<file path="src/rtl/reset_sequencer.sv">
// Power-on / button reset sequencer.
// Waits for all PLL locks, holds reset, then releases the stage resets one at a
// time. Any loss of lock or debounced button press re-asserts every stage at once.
module reset_sequencer #(
   parameter int unsigned NUM_LOCKS       = 2,
   parameter int unsigned NUM_BTNS        = 1,
   parameter int unsigned BTN_ACTIVE_LOW  = 1,
   parameter int unsigned DEBOUNCE_CYCLES = 250000,
   parameter int unsigned HOLD_CYCLES     = 31,
   parameter int unsigned NUM_STAGES      = 3,
   parameter int unsigned STAGE_GAP       = 4
) (
   input  logic                  clk,
   input  logic                  reset_i,
   input  logic [NUM_LOCKS-1:0]  locks_i,
   input  logic [NUM_BTNS-1:0]   btn_i,
   output logic [NUM_STAGES-1:0] rst_o,
   output logic                  busy_o,
   output logic [7:0]            lock_loss_cnt_o
);

   localparam int unsigned CntMax = (HOLD_CYCLES > STAGE_GAP) ? HOLD_CYCLES : STAGE_GAP;
   localparam int unsigned CntW   = $clog2(CntMax + 1);
   localparam int unsigned DbW    = $clog2(DEBOUNCE_CYCLES + 1);
   localparam int unsigned StageW = (NUM_STAGES > 1) ? $clog2(NUM_STAGES) : 1;

   localparam logic [CntW-1:0]   HoldLast  = CntW'(HOLD_CYCLES - 1);
   localparam logic [CntW-1:0]   GapLast   = CntW'(STAGE_GAP - 1);
   localparam logic [DbW-1:0]    DbLast    = DbW'(DEBOUNCE_CYCLES - 1);
   localparam logic [StageW-1:0] LastStage = StageW'(NUM_STAGES - 1);
   // Raw button level when not pressed
   localparam logic              BtnIdle   = (BTN_ACTIVE_LOW != 0);

   typedef enum logic [1:0] {StWaitLock, StHold, StRelease, StRun} state_e;

   logic [NUM_LOCKS-1:0]  lock_s1_q, lock_s2_q;
   logic [NUM_BTNS-1:0]   btn_s1_q, btn_s2_q;
   logic [NUM_BTNS-1:0]   btn_acc_q;
   logic [DbW-1:0]        db_cnt_q [NUM_BTNS];
   logic [NUM_BTNS-1:0]   btn_active;
   logic                  all_locked;
   logic                  pressed;

   state_e                state_q;
   logic [CntW-1:0]       cnt_q;
   logic [StageW-1:0]     stage_q;
   logic [NUM_STAGES-1:0] rst_q;
   logic                  busy_q;
   logic                  locked_prev_q;
   logic [7:0]            loss_cnt_q;

   // Two-flop synchronisers for the asynchronous lock and button inputs
   always_ff @(posedge clk) begin
      if (reset_i) begin
         lock_s1_q <= '0;
         lock_s2_q <= '0;
         btn_s1_q  <= '0;
         btn_s2_q  <= '0;
      end else begin
         lock_s1_q <= locks_i;
         lock_s2_q <= lock_s1_q;
         btn_s1_q  <= btn_i;
         btn_s2_q  <= btn_s1_q;
      end
   end

   // Per-button debounce: accept a new level after DEBOUNCE_CYCLES differing samples
   always_ff @(posedge clk) begin
      if (reset_i) begin
         btn_acc_q <= {NUM_BTNS{BtnIdle}};
         for (int unsigned i = 0; i < NUM_BTNS; i++) begin
            db_cnt_q[i] <= '0;
         end
      end else begin
         for (int unsigned i = 0; i < NUM_BTNS; i++) begin
            if (btn_s2_q[i] == btn_acc_q[i]) begin
               db_cnt_q[i] <= '0;
            end else if (db_cnt_q[i] == DbLast) begin
               btn_acc_q[i] <= btn_s2_q[i];
               db_cnt_q[i]  <= '0;
            end else begin
               db_cnt_q[i] <= db_cnt_q[i] + 1'b1;
            end
         end
      end
   end

   assign btn_active = BtnIdle ? ~btn_acc_q : btn_acc_q;
   assign pressed    = |btn_active;
   assign all_locked = &lock_s2_q;

   // Sequencing FSM with registered reset/busy outputs and lock-loss counter
   always_ff @(posedge clk) begin
      if (reset_i) begin
         state_q       <= StWaitLock;
         cnt_q         <= '0;
         stage_q       <= '0;
         rst_q         <= '1;
         busy_q        <= 1'b1;
         locked_prev_q <= 1'b0;
         loss_cnt_q    <= '0;
      end else begin
         locked_prev_q <= all_locked;
         if (locked_prev_q && !all_locked && (state_q != StWaitLock) && (loss_cnt_q != 8'hff)) begin
            loss_cnt_q <= loss_cnt_q + 8'd1;
         end

         unique case (state_q)
            StWaitLock: begin
               rst_q  <= '1;
               busy_q <= 1'b1;
               cnt_q  <= '0;
               if (all_locked && !pressed) begin
                  state_q <= StHold;
               end
            end

            StHold: begin
               if (!all_locked) begin
                  state_q <= StWaitLock;
                  cnt_q   <= '0;
               end else if (pressed) begin
                  cnt_q <= '0;
               end else if (cnt_q == HoldLast) begin
                  // Stage 0 drops on the same edge that leaves HOLD
                  cnt_q <= '0;
                  rst_q <= ~NUM_STAGES'(1);
                  if (NUM_STAGES == 1) begin
                     state_q <= StRun;
                     busy_q  <= 1'b0;
                  end else begin
                     state_q <= StRelease;
                     stage_q <= StageW'(1);
                  end
               end else begin
                  cnt_q <= cnt_q + 1'b1;
               end
            end

            StRelease, StRun: begin
               // Lock loss wins over a simultaneous press
               if (!all_locked) begin
                  state_q <= StWaitLock;
                  rst_q   <= '1;
                  busy_q  <= 1'b1;
                  cnt_q   <= '0;
               end else if (pressed) begin
                  state_q <= StHold;
                  rst_q   <= '1;
                  busy_q  <= 1'b1;
                  cnt_q   <= '0;
               end else if (state_q == StRelease) begin
                  if (cnt_q == GapLast) begin
                     cnt_q          <= '0;
                     rst_q[stage_q] <= 1'b0;
                     if (stage_q == LastStage) begin
                        state_q <= StRun;
                        busy_q  <= 1'b0;
                     end else begin
                        stage_q <= stage_q + 1'b1;
                     end
                  end else begin
                     cnt_q <= cnt_q + 1'b1;
                  end
               end
            end
         endcase
      end
   end

   assign rst_o           = rst_q;
   assign busy_o          = busy_q;
   assign lock_loss_cnt_o = loss_cnt_q;

endmodule

</file>
<file path="config.mk">
export PLATFORM = sky130hd
export DESIGN_NAME = reset_sequencer
export DESIGN_NICKNAME = d
export VERILOG_FILES = /design/src/rtl/reset_sequencer.sv
export SDC_FILE = /design/constraint.sdc
export NUM_CORES = 1
export LEC_CHECK = 0
export CORE_ASPECT_RATIO = 1.4
export CORE_MARGIN = 4
export CORE_UTILIZATION = 30
export DETAILED_ROUTE_END_ITERATION = 8
export MAX_ROUTING_LAYER = met4
export SYNTH_ARGS = -nofsm -noshare
export SYNTH_HDL_FRONTEND = slang
export SYNTH_SLANG_ARGS = --single-unit
export TNS_END_PERCENT = 50
</file>
<file path="constraint.sdc">
create_clock -name clk -period 2.8 [get_ports clk]
set_input_delay 0.42 -clock clk [delete_from_list [all_inputs] [get_ports clk]]
set_output_delay 0.42 -clock clk [all_outputs]
set_load 0.03 [all_outputs]
</file>
==> After elaboration in Yosys (flattened, before gate mapping) <==
Memories as Yosys holds them, arrays and structs flattened.
Cells that the tools add are included.
{ "classes": {"reduce_logical": 20, "order_cmp": 2, "n_eq_ne": 23, "mux": 62, "add_sub_neg": 4, "bitwise": 3} }
{ "ops": {"columns": ["op", "n"], "rows": [
  ["$mux W18", 3],
  ["$reduce_or A18 Y1", 3],
  ["$mux W5", 7],
  ["$mux W2", 17],
  ["$mux W1", 22],
  ["$mux W3", 7],
  ["$add A18 B1 Y18 const B", 1],
  ["$eq A18 B18 Y1 const B", 1],
  ["$ne A2 B2 Y1 const B", 9],
  ["$pmux W5 S3", 1],
  ["$ne A4 B4 Y1 const B", 3],
  ["$pmux W3 S3", 1],
  ["$reduce_and A9 Y1", 1],
  ["$add A8 B1 Y8 const B", 1],
  ["$ne A8 B8 Y1 const B", 1],
  ["$eq A2 B2 Y1 const B", 3],
  ["$ne A3 B3 Y1 const B", 2],
  ["$pmux W2 S3", 1],
  ["$reduce_and A6 Y1", 1],
  ["$reduce_bool A2 Y1", 3],
  ["$add A5 B1 Y5 const B", 1],
  ["$eq A5 B2 Y1 const B", 1],
  ["$eq A5 B5 Y1 const B", 1],
  ["$logic_and A1 B1 Y1", 5],
  ["other kinds (17)", 18]
]} }
{ "word_totals": {"elab_cells": 127, "inputBits": 5, "regBits": 29, "mem_bits_rw": 18, "n_memories": 1, "output_inout_bits": 12} }
{ "memory_table": {"columns": ["name", "words", "word_bits", "read_ports", "rd_clocked_by_memory_dff", "wr", "line_no", "source"], "rows": [
  ["db_cnt_q", 1, 18, 1, 0, 1, "39", "logic [DbW-1:0] db_cnt_q [NUM_BTNS];"]
]} }

==> Longest topological paths before layout <==
{ "depth": {"word_depth": 11, "mapped_depth": 6} }

==> Worst setup path after synthesis <==
OpenSTA, ideal clock, no wires.
{ "synth_timing": {"path_kind": "reg-to-reg", "startpoint": "mem db_cnt_q[0][0] (netlist name)", "endpoint": "mem db_cnt_q[0][14] (netlist name) (data pin)", "setup_ns": 0.254, "stages_incl_launch_ff": 7, "arrival_time_ns": 1.640, "required_ns": 2.546, "path_slack_ns": 0.906, "path_cell_list": "edfxtp_1 ha_1 nand3_2 or4_4 o21ai_2 buf_6 nor2_1"} }
{ "synth_via": {"elab_chain_len": 9, "elab_cells_between_ends": 15, "cone_classes": "add/sub (1); eq/ne (1); mux (10); reduce/logical (2); memory (1)"} }
{ "synth_rtl": {"columns": ["element", "line_no", "source"], "rows": [
  ["start: declaration", "39", null],
  ["$mem_v2 Z1 W18 *", null, null],
  ["$eq A18 B18 Y1", "78", "end else if (db_cnt_q[i] == DbLast) begin"],
  ["$mux W1", "78", null],
  ["$mux W1", "76", "if (btn_s2_q[i] == btn_acc_q[i]) begin"],
  ["$mux W1", "69", "if (reset_i) begin"],
  ["$mux W1 (implied by the code)", "80", "db_cnt_q[i] <= '0;"],
  ["$reduce_or A18 Y1 (no line)", null, null],
  ["$mux W18 (no line)", null, null],
  ["$mux W18 (no line) *", null, null]
]} }
Every way passes the cells marked *; elsewhere a longest branch is shown, timed or not.

==> Final worst setup path <==
{ "layout_timing": {"startpoint": "mem db_cnt_q[0][0] (netlist name)", "endpoint": "mem db_cnt_q[0][7] (netlist name) (data pin)"} }
The elaborated chain is that of the path after synthesis.

==> flow_summary_export.csv <==
group,metric,value,unit
cells_and_area,fillers,796,
global_routing,grt_max_degree,28,
worst_setup_path,critPathCaptureType,"flip-flop",
yosys,synth_area_per_cell,9.44,sq um
place,place_congestion,0.839,
power,ir_drop,0.000253,V
power,power_density,447,nW/um^2
drt,vias_per_cell,4.91,
cells_and_area,n_antenna_cell,0,
global_routing,gr-total-overflow,0,
drt,antenna_left,0,
yosys,syn_inst,252,
sta,slew_violations,0,
outcome,status,"completed",
global_routing,first_global_vias,1878,
drt,wl,4670,um
cells_and_area,syn_to_final_growth,17.1,%
cts,ctsHtreeMaxLevel,2,
sta,worst_slew_pin_slew,0.910,ns
yosys,ys.flop_type,"dfxtp_1",
sta,rsz0062_at_grt,"no",
sta,slew_headroom,0.390,
worst_setup_path,crit_path_top_delay_cell,"or4_4",
die,dieArea,9440,sq um
die,chipWidth,83.3,um
cells_and_area,nets,296,
yosys,async_flop_share,0,
job,cap_viol_max_count,0,
yosys,synth-seq-area-share,0.471,
sta,fin_crit_sh,0.762,
place,portBuffers,16,
worst_setup_path,path_class,"reg2reg",
worst_setup_path,crit_family,"simple AND/OR/NAND/NOR gates",
worst_setup_path,critPathMaxFanout,10,
cts,cts_tree,"yes",
cts,postCtsSetupBuffers,0,
worst_setup_path,cp.arrival,2.19,ns
worst_setup_path,worstPathRequired,2.85,ns
sta,fmax,469,MHz
sta,setup_viol_count_final,0,
die,core,7750,sq um
place,dp.cells,377,
cells_and_area,drive_gt1_frac,0.0596,
sta,fin_tns_setup,0,ns
cells_and_area,stdcell_count,385,
yosys,synth.most_common_cell,"dfxtp_1",
sta,hold_viol_final,0,
global_routing,antenna_found_initial,0,
place,dp_hpwl,3350,um
global_routing,grt_first_pass_wirelength,8230,um
cts,cts_resized,0,
cts,cts.sinks,47,
cts,clk_latency,0.30,ns
cts,cts-root-buf,"clkbuf_8",
cts,clk_pin_slew_worst_paths,0.09,ns
drt,drtPass1Iterations,4,
die,io_pins,17,
drt,drtIter0Drc,96,
yosys,synth_edf_count,18,
die,start_util,0.307,
worst_setup_path,critPathMaxStageDelay,0.51,ns
yosys,synth.top_cell.area_share,0.244,
power,p_leak,0.911,nW
worst_setup_path,worst-path-buf-inv,1,
worst_hold_path,hp-class,"reg2reg",
die,row_count,38,
yosys,synth_cell_types,51,
yosys,yosys.area.top_type,"dfxtp_1",
cts,cts_hold_buf,0,
yosys,netlist_area,2380,sq um
cts,clockBufferDepth,2,
die,die_h,113,um
worst_setup_path,crit_path_start_kind,"flip-flop",
drt,detail_route.wl_per_cell,12.1,um
global_routing,grt_use_total,0.107,
worst_setup_path,crit_chain,"ha_1, nand3_2, or4_4, o21ai_2, buf_4, nor2_1",
sta,period_needed,2.13,ns
drt,drc_errors,0,
drt,via_count,1891,
yosys,ys_ff_latch,47,
sta,skew,0.0154,ns
yosys,synth_common_cells,"29 x dfxtp_1, 28 x nor2_1, 18 x edfxtp_1, 18 x nand2_1, 16 x nand3_1",
cts,cts_buffers,5,
yosys,synthTopCellsByArea,"dfxtp_1 24%, edfxtp_1 23%, nor2_1 4.4%, xnor2_1 4.1%, ha_1 3.7%",
yosys,ys_warn_count,0,
sta,whs,0.439,ns
[kinds of logic (layout without fill, tap and decap cells)]
family | count (synthesis) | after routing | share of synthesized area
compound gates | 47 | 47 | 0.131
xor+xnor | 18 | 18 | 0.0663
fa+ha+maj | 7 | 7 | 0.0368
buf+inv | 19 | 35 | 0.0342
flops | 47 | 47 | 0.471
mux | 2 | 2 | 0.00842
other cells | 1 | 18 | 0.00158
simple gates | 111 | 111 | 0.250
[where the power goes]
part           internal, mW  switching [mW]  total (mW)
clock network         0.200           0.217       0.417
registers             0.735          0.0267       0.762
logic                0.0309          0.0362      0.0671
total                 0.965           0.280        1.25
[layout make-up]
class                           count  area (sq um)  area share
Inverter                            9          33.8      0.0121
Clock inverter                      1          5.00     0.00180
Timing Repair Buffer               18           175      0.0629
Clock buffer                        7          86.3      0.0310
Multi-Input combinational cell    203          1240       0.445
Sequential cell                    47          1120       0.402
Tap cell                          100           125      0.0449
[worst paths after layout]
kind         slack [ns]             end            from  cells past startpoint
min                0.44        btn_s2_q        btn_s1_q                      1
max                0.67  db_cnt_q[0][7]  db_cnt_q[0][0]                      6
max reg2reg        0.67  db_cnt_q[0][7]  db_cnt_q[0][0]                      6
min reg2reg        0.44        btn_s2_q        btn_s1_q                      1
[worst register-to-register path: stages, from the launching register on]
cell	delay, ns
edfxtp_1	0.40
ha_1	0.26
nand3_2	0.11
or4_4	0.51
o21ai_2	0.31
buf_4	0.24
nor2_1	0.06
[sequential cells by signal (all words and copies together) (netlist names)]
signal	flops
lock_s2_q	2
btn_acc_q	1
rst_o	3
stage_q	2
lock_s1_q	2
state_q	2
cnt_q	5
locked_prev_q	1
btn_s1_q	1
busy_o	1
db_cnt_q	18
lock_loss_cnt_o	8
btn_s2_q	1
[cells in the final DEF (no fill, tap or decap), types with 3 or more instances in the layout]
cell / n
conb_1: 18
o21ai_0: 7
nor2b_1: 7
xor2_1: 7
or4_1: 4
nor2_1: 28
dfxtp_1: 29
o31ai_1: 3
nand2_1: 18
or3_1: 4
nor3_1: 5
clkdlybuf4s50_1: 16
a31oi_1: 3
inv_1: 9
nand4_1: 9
ha_1: 7
nand3_1: 16
clkbuf_8: 6
o211ai_1: 3
a21oi_1: 15
xnor2_1: 11
nor4_1: 7
edfxtp_1: 18
[layer usage]
| metal | track usage | wire, um | share of wire |
|---|---|---|---|
| met1 | 0.121 | 2110 | 0.45 |
| met2 | 0.185 | 2340 | 0.50 |
| met3 | 0.0211 | 126 | 0.027 |
| met4 | 0.0447 | 93 | 0.020 |
| met5 | - | 0 | 0 |
[per-stage QoR]
| step | cell area [sq um] | power, mW | setup slack (ns) | utilization |
|---|---|---|---|---|
| 3_3_place_gp | 2700 | 0.843 | 0.746 | 0.348 |
| 5_1_grt | 2790 | 1.31 | 0.558 | 0.360 |
| 6_report | 2790 | 1.25 | 0.666 | 0.360 |
| 3_5_place_dp | 2700 | 0.845 | 0.670 | 0.348 |
| 4_1_cts | 2790 | 1.27 | 0.658 | 0.360 |
| 2_1_floorplan | 2440 | 0.822 | 0.906 | - |
Power figures use the tool's default switching activity.
